## src/rtl/spi_reg_bank_if.sv

```systemverilog
// SPI pin bundle between the chip pads and the register-bank slave.
// The master modport is the pad side (driver of sclk/copi/ncs); the slave modport is the register bank.
interface spi_reg_bank_if;
  logic sclk;
  logic copi;
  logic ncs;
  logic cipo;
  logic cipo_oe;

  modport master (output sclk, output copi, output ncs, input cipo, input cipo_oe);
  modport slave  (input sclk, input copi, input ncs, output cipo, output cipo_oe);
endinterface

```

## src/rtl/spi_reg_bank.sv

```systemverilog
// SPI mode-0 slave owning NUM_REGS read/write registers, exposed as a flat vector.
// A write commits on the 3rd clk edge after ncs rises; cipo follows the sclk pins by 3 clk edges.
module spi_reg_bank #(
  parameter int NUM_REGS = 5,
  parameter int ADDR_W   = 7,
  parameter int DATA_W   = 8
) (
  input  logic                         clk,
  input  logic                         rst_n,
  spi_reg_bank_if.slave                spi,
  output logic [NUM_REGS*DATA_W-1:0]   regs_o,
  output logic                         wr_stb,
  output logic [ADDR_W-1:0]            wr_addr,
  output logic [7:0]                   err_cnt
);

  localparam int FRAME_W = 1 + ADDR_W + DATA_W;
  localparam int CNT_W   = $clog2(FRAME_W + 2);
  localparam logic [CNT_W-1:0]  CNT_MAX    = CNT_W'(FRAME_W + 1);
  localparam logic [CNT_W-1:0]  CNT_FULL   = CNT_W'(FRAME_W);
  localparam logic [CNT_W-1:0]  CNT_PRELD  = CNT_W'(ADDR_W);
  localparam logic [ADDR_W:0]   NUM_REGS_W = (ADDR_W + 1)'(NUM_REGS);

  logic [2:0]                 sclk_q, sclk_d;
  logic [2:0]                 ncs_q, ncs_d;
  logic [1:0]                 copi_q, copi_d;
  logic [FRAME_W-1:0]         rx_q, rx_d;
  logic [DATA_W-1:0]          tx_q, tx_d;
  logic [CNT_W-1:0]           bit_cnt_q, bit_cnt_d;
  logic [NUM_REGS*DATA_W-1:0] regs_q, regs_d;
  logic                       wr_stb_q, wr_stb_d;
  logic [ADDR_W-1:0]          wr_addr_q, wr_addr_d;
  logic [7:0]                 err_cnt_q, err_cnt_d;

  logic               sclk_rise, sclk_fall, ncs_rise, ncs_fall, active;
  logic [FRAME_W-1:0] rx_shift;
  logic               ld_rw;
  logic [ADDR_W-1:0]  ld_addr, frm_addr;
  logic               frm_rw, frm_ok;
  logic [DATA_W-1:0]  frm_data, rd_sel;

  assign sclk_rise = sclk_q[1] & ~sclk_q[2];
  assign sclk_fall = ~sclk_q[1] & sclk_q[2];
  assign ncs_rise  = ncs_q[1] & ~ncs_q[2];
  assign ncs_fall  = ~ncs_q[1] & ncs_q[2];
  assign active    = ~ncs_q[1];

  assign rx_shift = {rx_q[FRAME_W-2:0], copi_q[1]};
  assign ld_rw    = rx_shift[ADDR_W];
  assign ld_addr  = rx_shift[ADDR_W-1:0];
  assign frm_rw   = rx_q[FRAME_W-1];
  assign frm_addr = rx_q[DATA_W +: ADDR_W];
  assign frm_data = rx_q[DATA_W-1:0];
  assign frm_ok   = (bit_cnt_q == CNT_FULL) && ({1'b0, frm_addr} < NUM_REGS_W);

  always_comb begin
    sclk_d    = {sclk_q[1:0], spi.sclk};
    ncs_d     = {ncs_q[1:0], spi.ncs};
    copi_d    = {copi_q[0], spi.copi};
    rx_d      = rx_q;
    tx_d      = tx_q;
    bit_cnt_d = bit_cnt_q;
    regs_d    = regs_q;
    wr_stb_d  = 1'b0;
    wr_addr_d = wr_addr_q;
    err_cnt_d = err_cnt_q;
    rd_sel    = '0;
    for (int k = 0; k < NUM_REGS; k++) begin
      if ({1'b0, ld_addr} == (ADDR_W + 1)'(k)) rd_sel = regs_q[k*DATA_W +: DATA_W];
    end

    if (ncs_fall) begin
      rx_d      = '0;
      tx_d      = '0;
      bit_cnt_d = '0;
    end else if (ncs_rise) begin
      rx_d      = '0;
      tx_d      = '0;
      bit_cnt_d = '0;
      if (frm_ok) begin
        if (frm_rw) begin
          for (int k = 0; k < NUM_REGS; k++) begin
            if ({1'b0, frm_addr} == (ADDR_W + 1)'(k)) regs_d[k*DATA_W +: DATA_W] = frm_data;
          end
          wr_stb_d  = 1'b1;
          wr_addr_d = frm_addr;
        end
      end else if (err_cnt_q != 8'hFF) begin
        err_cnt_d = err_cnt_q + 8'd1;
      end
    end else if (active) begin
      if (sclk_rise) begin
        rx_d = rx_shift;
        if (bit_cnt_q != CNT_MAX) bit_cnt_d = bit_cnt_q + CNT_W'(1);
        // Address just completed on a read: out-of-range addresses leave rd_sel at zero.
        if (bit_cnt_q == CNT_PRELD && !ld_rw) tx_d = rd_sel;
      end else if (sclk_fall) begin
        tx_d = {tx_q[DATA_W-2:0], 1'b0};
      end
    end
  end

  always_ff @(posedge clk or negedge rst_n) begin
    if (!rst_n) begin
      sclk_q    <= '0;
      ncs_q     <= '1;
      copi_q    <= '0;
      rx_q      <= '0;
      tx_q      <= '0;
      bit_cnt_q <= '0;
      regs_q    <= '0;
      wr_stb_q  <= 1'b0;
      wr_addr_q <= '0;
      err_cnt_q <= '0;
    end else begin
      sclk_q    <= sclk_d;
      ncs_q     <= ncs_d;
      copi_q    <= copi_d;
      rx_q      <= rx_d;
      tx_q      <= tx_d;
      bit_cnt_q <= bit_cnt_d;
      regs_q    <= regs_d;
      wr_stb_q  <= wr_stb_d;
      wr_addr_q <= wr_addr_d;
      err_cnt_q <= err_cnt_d;
    end
  end

  assign spi.cipo    = active & tx_q[DATA_W-1];
  assign spi.cipo_oe = active;
  assign regs_o      = regs_q;
  assign wr_stb      = wr_stb_q;
  assign wr_addr     = wr_addr_q;
  assign err_cnt     = err_cnt_q;

endmodule

```

## src/flat_wrapper.sv

```systemverilog
// flat-port wrapper written by rule: the top's interface ports become plain ports
module spi_reg_bank_flat 
#(
  parameter int NUM_REGS = 5,
  parameter int ADDR_W   = 7,
  parameter int DATA_W   = 8
)
  (clk, rst_n, regs_o, wr_stb, wr_addr, err_cnt, spi_sclk, spi_copi, spi_ncs, spi_cipo, spi_cipo_oe);
  spi_reg_bank_if spi_i ();
  input  logic clk;
  input  logic rst_n;
  output logic [NUM_REGS*DATA_W-1:0] regs_o;
  output logic wr_stb;
  output logic [ADDR_W-1:0] wr_addr;
  output logic [7:0] err_cnt;
  input wire logic [$bits(spi_i.sclk)-1:0] spi_sclk;
  input wire logic [$bits(spi_i.copi)-1:0] spi_copi;
  input wire logic [$bits(spi_i.ncs)-1:0] spi_ncs;
  output wire logic [$bits(spi_i.cipo)-1:0] spi_cipo;
  output wire logic [$bits(spi_i.cipo_oe)-1:0] spi_cipo_oe;
  assign spi_i.sclk = spi_sclk;
  assign spi_i.copi = spi_copi;
  assign spi_i.ncs = spi_ncs;
  assign spi_cipo = spi_i.cipo;
  assign spi_cipo_oe = spi_i.cipo_oe;
  spi_reg_bank #(.NUM_REGS(NUM_REGS), .ADDR_W(ADDR_W), .DATA_W(DATA_W)) u_core (.clk(clk), .rst_n(rst_n), .spi(spi_i), .regs_o(regs_o), .wr_stb(wr_stb), .wr_addr(wr_addr), .err_cnt(err_cnt));
endmodule
```

## config.mk

```make
export PLATFORM = sky130hd
export DESIGN_NAME = spi_reg_bank_flat
export DESIGN_NICKNAME = d
export VERILOG_FILES = /design/src/rtl/spi_reg_bank_if.sv /design/src/rtl/spi_reg_bank.sv /design/src/flat_wrapper.sv
export SDC_FILE = /design/constraint.sdc
export NUM_CORES = 1
export LEC_CHECK = 0
export CORE_MARGIN = 5
export CORE_UTILIZATION = 48
export CTS_CLUSTER_SIZE = 25
export DETAILED_ROUTE_END_ITERATION = 8
export DONT_BUFFER_PORTS = 1
export SETUP_SLACK_MARGIN = 0.3
export SLEW_MARGIN = 20
export SYNTH_ARGS = -nofsm -noshare
export SYNTH_HDL_FRONTEND = slang
export SYNTH_SLANG_ARGS = --single-unit
```

## constraint.sdc

```tcl
create_clock -name clk -period 6.53 [get_ports clk]
set_clock_uncertainty 0.1 [all_clocks]
set_input_delay 1.306 -clock clk [delete_from_list [all_inputs] [get_ports clk]]
set_output_delay 1.306 -clock clk [all_outputs]
set_load 0.02 [all_outputs]
```

==> results of run 1 <==
registers in the layout, indices dropped and copies added (netlist names):
register          flops
u_core.copi_q         2
u_core.rx_q          16
u_core.err_cnt        8
u_core.sclk_q         3
u_core.bit_cnt_q      5
u_core.wr_stb         1
u_core.regs_o        40
u_core.tx_q           8
u_core.ncs_q          3
u_core.wr_addr        7
per-stage QoR:
| stage | util [%] | power, mW |
|---|---|---|
| 3_5_place_dp | 49.90 | 0.8086 |
| 2_1_floorplan | - | 0.7727 |
| 4_1_cts | 52.48 | 1.240 |
| 3_3_place_gp | 49.90 | 0.8028 |
| 6_report | 52.54 | 1.226 |
| 5_1_grt | 52.54 | 1.292 |
worst paths after layout:
path                                  endpoint  cells after the start  slack (ps)
hold / removal                u_core.copi_q[1]                      0         260
hold reg to reg               u_core.copi_q[1]                      0         260
setup / recovery           u_core.bit_cnt_q[0]                      6        3960
min in group asynchronous    u_core.err_cnt[1]                      0         540
max in group asynchronous      u_core.ncs_q[0]                      0        5620
setup reg to reg           u_core.bit_cnt_q[0]                      6        3960
layer usage:
metal	vias up	wire length, µm	global-route usage [%]	part of all wire (%)
li1	1323	-	-	-
met1	1426	4323	25.33	47
met2	54	4178	24.98	45
met3	8	616	6.289	6.7
met4	0	85	5.114	0.92
met5	-	0	0	0
cell families (layout without fill, tap and decap cells):
group                      Yosys count  count (layout)  share of synthesized area [%]
buffers and inverters               39              35                          3.467
DFF                                 93              93                          54.28
adders and majority gates            8               8                          2.331
and+or+nand+nor                    124             124                          16.84
muxes                               53              53                          13.78
xor gates and xnor gates             7               7                          1.428
AOI/OAI and AO/OA                   47              47                          7.868
synth_stat cells (2+ instances only):
cell type	n
a211oi_1	5
a21oi_1	3
a311oi_1	2
a32o_1	7
and2_1	6
buf_1	4
clkbuf_1	14
clkbuf_2	2
dfrtp_1	90
dfstp_2	3
ha_1	8
inv_1	19
mux2_2	48
mux2i_1	4
nand2_1	39
nand2b_1	2
nand3_1	22
nand3b_1	2
nand3b_2	2
nand4_1	8
nand4b_1	2
nand4bb_1	2
nor2_1	9
nor2b_1	2
nor3_1	4
nor4_1	3
nor4b_1	4
nor4bb_1	8
o211ai_1	3
o21ai_0	16
o221ai_1	4
o22a_1	3
or2_2	2
xnor2_1	6
power groups by stage:
stage / Clock, mW / Sequential, mW / Combinational [mW]
after floorplan: 0 / 0.669 / 0.103
after global placement: 0 / 0.696 / 0.106
after detailed placement: 0 / 0.699 / 0.110
after CTS: 0.443 / 0.688 / 0.110
after global routing: 0.469 / 0.695 / 0.127
final: 0.429 / 0.687 / 0.110
final cells by class:
type	instances	area [µm²]	area share [%]
Sequential cell	93	2331	50.87
Tap cell	108	135.1	2.949
Clock inverter	5	83.83	1.830
Clock buffer	11	141.4	3.086
Multi-Input combinational cell	239	1819	39.71
Inverter	19	71.32	1.557
==> reports/metrics.cfg, run 1 <==
[clocking]
postCtsSetupRepairBufs = 0
cts-root-buf = clkbuf_8
clock_latency_ps = 360
clkSinkCount = 93
htreeDepth = 3
cts_tree = yes
cts_buffer_depth = 2
clkSlewWorstSetupHoldPaths_ps = 90
ctsResizeCount = 0
numCtsBuffers = 9
holdBufCountCts = 0

[cells_and_area]
drive_above_1_share_pct = 20.71
area_growth_pct = 6.702
instances_no_fill = 475
stdcell_area_um2 = 4582
diodes = 0
fillers = 780
most-common-layout-cells = 90 x dfrtp_1, 48 x mux2_2, 39 x nand2_1
final_common_cell = dfrtp_1
nets = 375

[routing]
via_count = 2811
drt-wirelength-per-cell_um = 19.38
wl_mm = 9.204
ant_nets = 0
initialDrtViolationCount = 149
drt-pass1-iter-count = 4
via_per_inst = 5.918
drcViolationCount = 0

[critical_path]
worstSetupStartpointType = flip-flop
max_stage_delay_ps = 580
critPathSlowestCell = dfstp_2
cp-end-kind = flip-flop
rr_startpoint = u_core.ncs_q[1]
required_ps = 6670
setup.worst_path.class = reg2reg
crit_family = simple AND/OR/NAND/NOR gates
worstPathCellList = inv_1 -> ha_1 -> nor2b_1 -> nor2_2 -> o21ai_0 -> mux2_2
crit_buf_inv = 1
cp_max_fo = 17
crit_path_start = u_core.ncs_q[1]
arrival_ps = 2720

[floorplanning]
start_util_pct = 49.24
coreArea_um2 = 8721
fp.dieH_um = 104.6
dieArea_um2 = 10940
fp.dieW_um = 104.6
rows = 34
top_level_ports = 63

[logic_synthesis]
yosysUniqueCellTypes = 47
synthCells = 371
ys_ff_latch = 93
synth_edf_count = 0
ys_warn_count = 0
synth_largest_area_cell = dfrtp_1
synth_top_flop_cell = dfrtp_1
synth_top_area_share_pct = 52.45
ys_seq_area_share_pct = 54.28
synth_area_leaders = dfrtp_1 52%, mux2_2 13%, nand2_1 3.4%
syn-cell-area_um2 = 4294
synth_nets = 384
avgSynthCellArea_um2 = 11.57
synthArstFlopShare_pct = 100.0

[placed_design]
placed_area_um2 = 4352
dp.cells = 459
io_buffers = 0
pre_cts_slack_ps = 3641
gp_congestion = 0.8124
hpwlAfterDp_mm = 6.166

[outcome]
status = finished clean

[pwr]
leakagePower_nw = 2.130
p_sw_mw = 0.3439
power_density_nw_per_um2 = 267.6
clkPwrFrac_pct = 35.0
power_frac_seq_pct = 56.0
combPwrFrac_pct = 9.0
switching_share_pct = 28.05
ir_drop_mv = 0.1449
intPower_mw = 0.8823

[min_path]
worstHoldStart = u_core.copi_q[0]
hold_path.class = reg2reg

[sta]
setup_viol = 0
final.setup.tns_ps = 0
hold_violations = 0
max_clock_freq_mhz = 388.5
final_max_slew_viol_count = 0
fin_ws_ps = 3956
worst_hold_slack_ps = 259.3
period_share_pct = 39.42
period_needed_ps = 2574
relSlewSlack_pct = 35.63
grt_setup_unrepaired = false
tightest_slew_ps = 965.6

[global_routing]
grt_antenna_before_repair = 0
grt_usage_pct = 17.54
grt_start_max_net_pins = 94
grt_pass1_wl_mm = 15.55
grt-ovfl-total = 0
first_global_vias = 2795

[flow_run]
maxCapViolations = 0

Note: power is estimated with default switching activity, not from simulation.
==> run 2: changes to the inputs <==
Clock period 6.53 ns to 2.65 ns, I/O delays scaled along.
==> reports/metrics.cfg, run 2 (synthesized netlist as in run 1, its figures left out) <==
[sta]
period_share_pct = 86.22
tightest_slew_ps = 611.8
hold_violations = 93
grt_setup_unrepaired = false
max_clock_freq_mhz = 437.7
setup_viol = 0
worst_hold_slack_ps = -248.5
relSlewSlack_pct = 58.84
final.setup.tns_ps = 0
period_needed_ps = 2285
final_max_slew_viol_count = 0

[global_routing]
top_usage_layer = met1
grtUsageMet2_pct = 24.80
grt_usage_pct = 17.73
gr-usage-met3_pct = 6.535
grt_start_max_net_pins = 94
use_met1_pct = 25.98
grt_pass1_wl_mm = 15.85
grt_antenna_before_repair = 0
first_global_vias = 2845
grt-ovfl-total = 0

[pwr]
leakagePower_nw = 2.254
ir_drop_mv = 0.3257
power_density_nw_per_um2 = 631.6

[outcome]
violations = hold timing
status = complete, but fails checks

[floorplanning]
coreArea_um2 = 8721
top_level_ports = 63
start_util_pct = 49.24
fp.dieW_um = 104.6
rows = 34
dieArea_um2 = 10940
fp.dieH_um = 104.6

[clocking]
cts-root-buf = clkbuf_8
cts_buffer_depth = 2
clkSlewWorstSetupHoldPaths_ps = 100
htreeDepth = 3
cts_tree = yes
clock_latency_ps = 360
clkSinkCount = 93
numCtsBuffers = 9

[routing]
wl_mm = 9.445
drt-pass1-iter-count = 5
initialDrtViolationCount = 189
drt-wirelength-per-cell_um = 19.47
via_count = 2875
drcViolationCount = 0
via_per_inst = 5.928
ant_nets = 0

[placed_design]
hpwlAfterDp_mm = 6.386
gp_congestion = 0.7777
io_buffers = 0
dp.cells = 468

[critical_path]
required_ps = 2800
cp_max_fo = 8
cp-end-kind = flip-flop
arrival_ps = 2430
worstSetupStartpointType = flip-flop
crit_path_start = u_core.ncs_q[1]
setup.worst_path.class = reg2reg
rr_startpoint = u_core.ncs_q[1]

[cells_and_area]
largest_reg_flops = 40
most-common-layout-cells = 90 x dfrtp_1, 48 x mux2_2, 38 x nand2_1
nets = 385
diodes = 0
instances_no_fill = 485
final_common_cell = dfrtp_1
drive_above_1_share_pct = 23.34
area_growth_pct = 8.858

[min_path]
hold_path.class = in2async

[flow_run]
maxCapViolations = 0

[run 2: worst paths after layout]
path / end / slack, ps / cells after the start
min in group clk: u_core.ncs_q[0] / 60 / 0
worst min register to register: u_core.copi_q[1] / 260 / 0
worst max register to register: u_core.regs_o[28] / 370 / 7
max in group asynchronous: u_core.ncs_q[2] / 2510 / 0
worst min-delay path: u_core.err_cnt[0] / -250 / 0
worst max-delay path: u_core.regs_o[28] / 370 / 7
[run 2: layout make-up]
cell class,count,area [µm²]
fill,760,4046
clock inverter,6,72.57
tap,108,135.1
clock buffer,10,127.6
inverter,19,71.32
timing repair buffer,10,78.83
multi-input combinational,239,1858
sequential,93,2331
[run 2: per-stage QoR]
step	worst slack (ps)	hold slack, ps	util [%]	total power [mW]	cell area [µm²]
after global placement	285.6	138.0	50.67	2.000	4419
after CTS	243.6	-265.7	53.06	2.985	4627
after floorplan	405.4	134.4	-	1.904	4294
final	365.2	-248.5	53.60	2.953	4674
after global routing	299.1	-280.3	53.60	3.108	4674
after detailed placement	223.1	139.3	50.67	2.007	4419
[run 2: metal layers]
layer	share of wire [%]	routed length, µm	up-vias
met4	1.3	123	0
met5	0	0	-
met3	6.7	634	12
met2	44	4165	62
met1	48	4522	1462
li1	-	-	1339
[run 2: worst max-delay path: stages (launching register included)]
cell and delay [ps]:
dfstp_2 590, inv_1 80, ha_2 220, nand3b_1 260
nor4_4 260, buf_6 180, nand3_4 170, mux2_2 330
[run 2: report_power, final]
group,switching (mW),internal [mW]
logic,0.177,0.133
clock network,0.526,0.447
registers,0.173,1.50
total,0.877,2.08
[run 2: what timing repair did]
item,4_1_cts,5_1_grt
buffers inserted,0,1
hold endpoints to repair,93,93
setup endpoints to repair,31,39
gates cloned,0,0
pin swaps,0,1
resized for setup,2,7
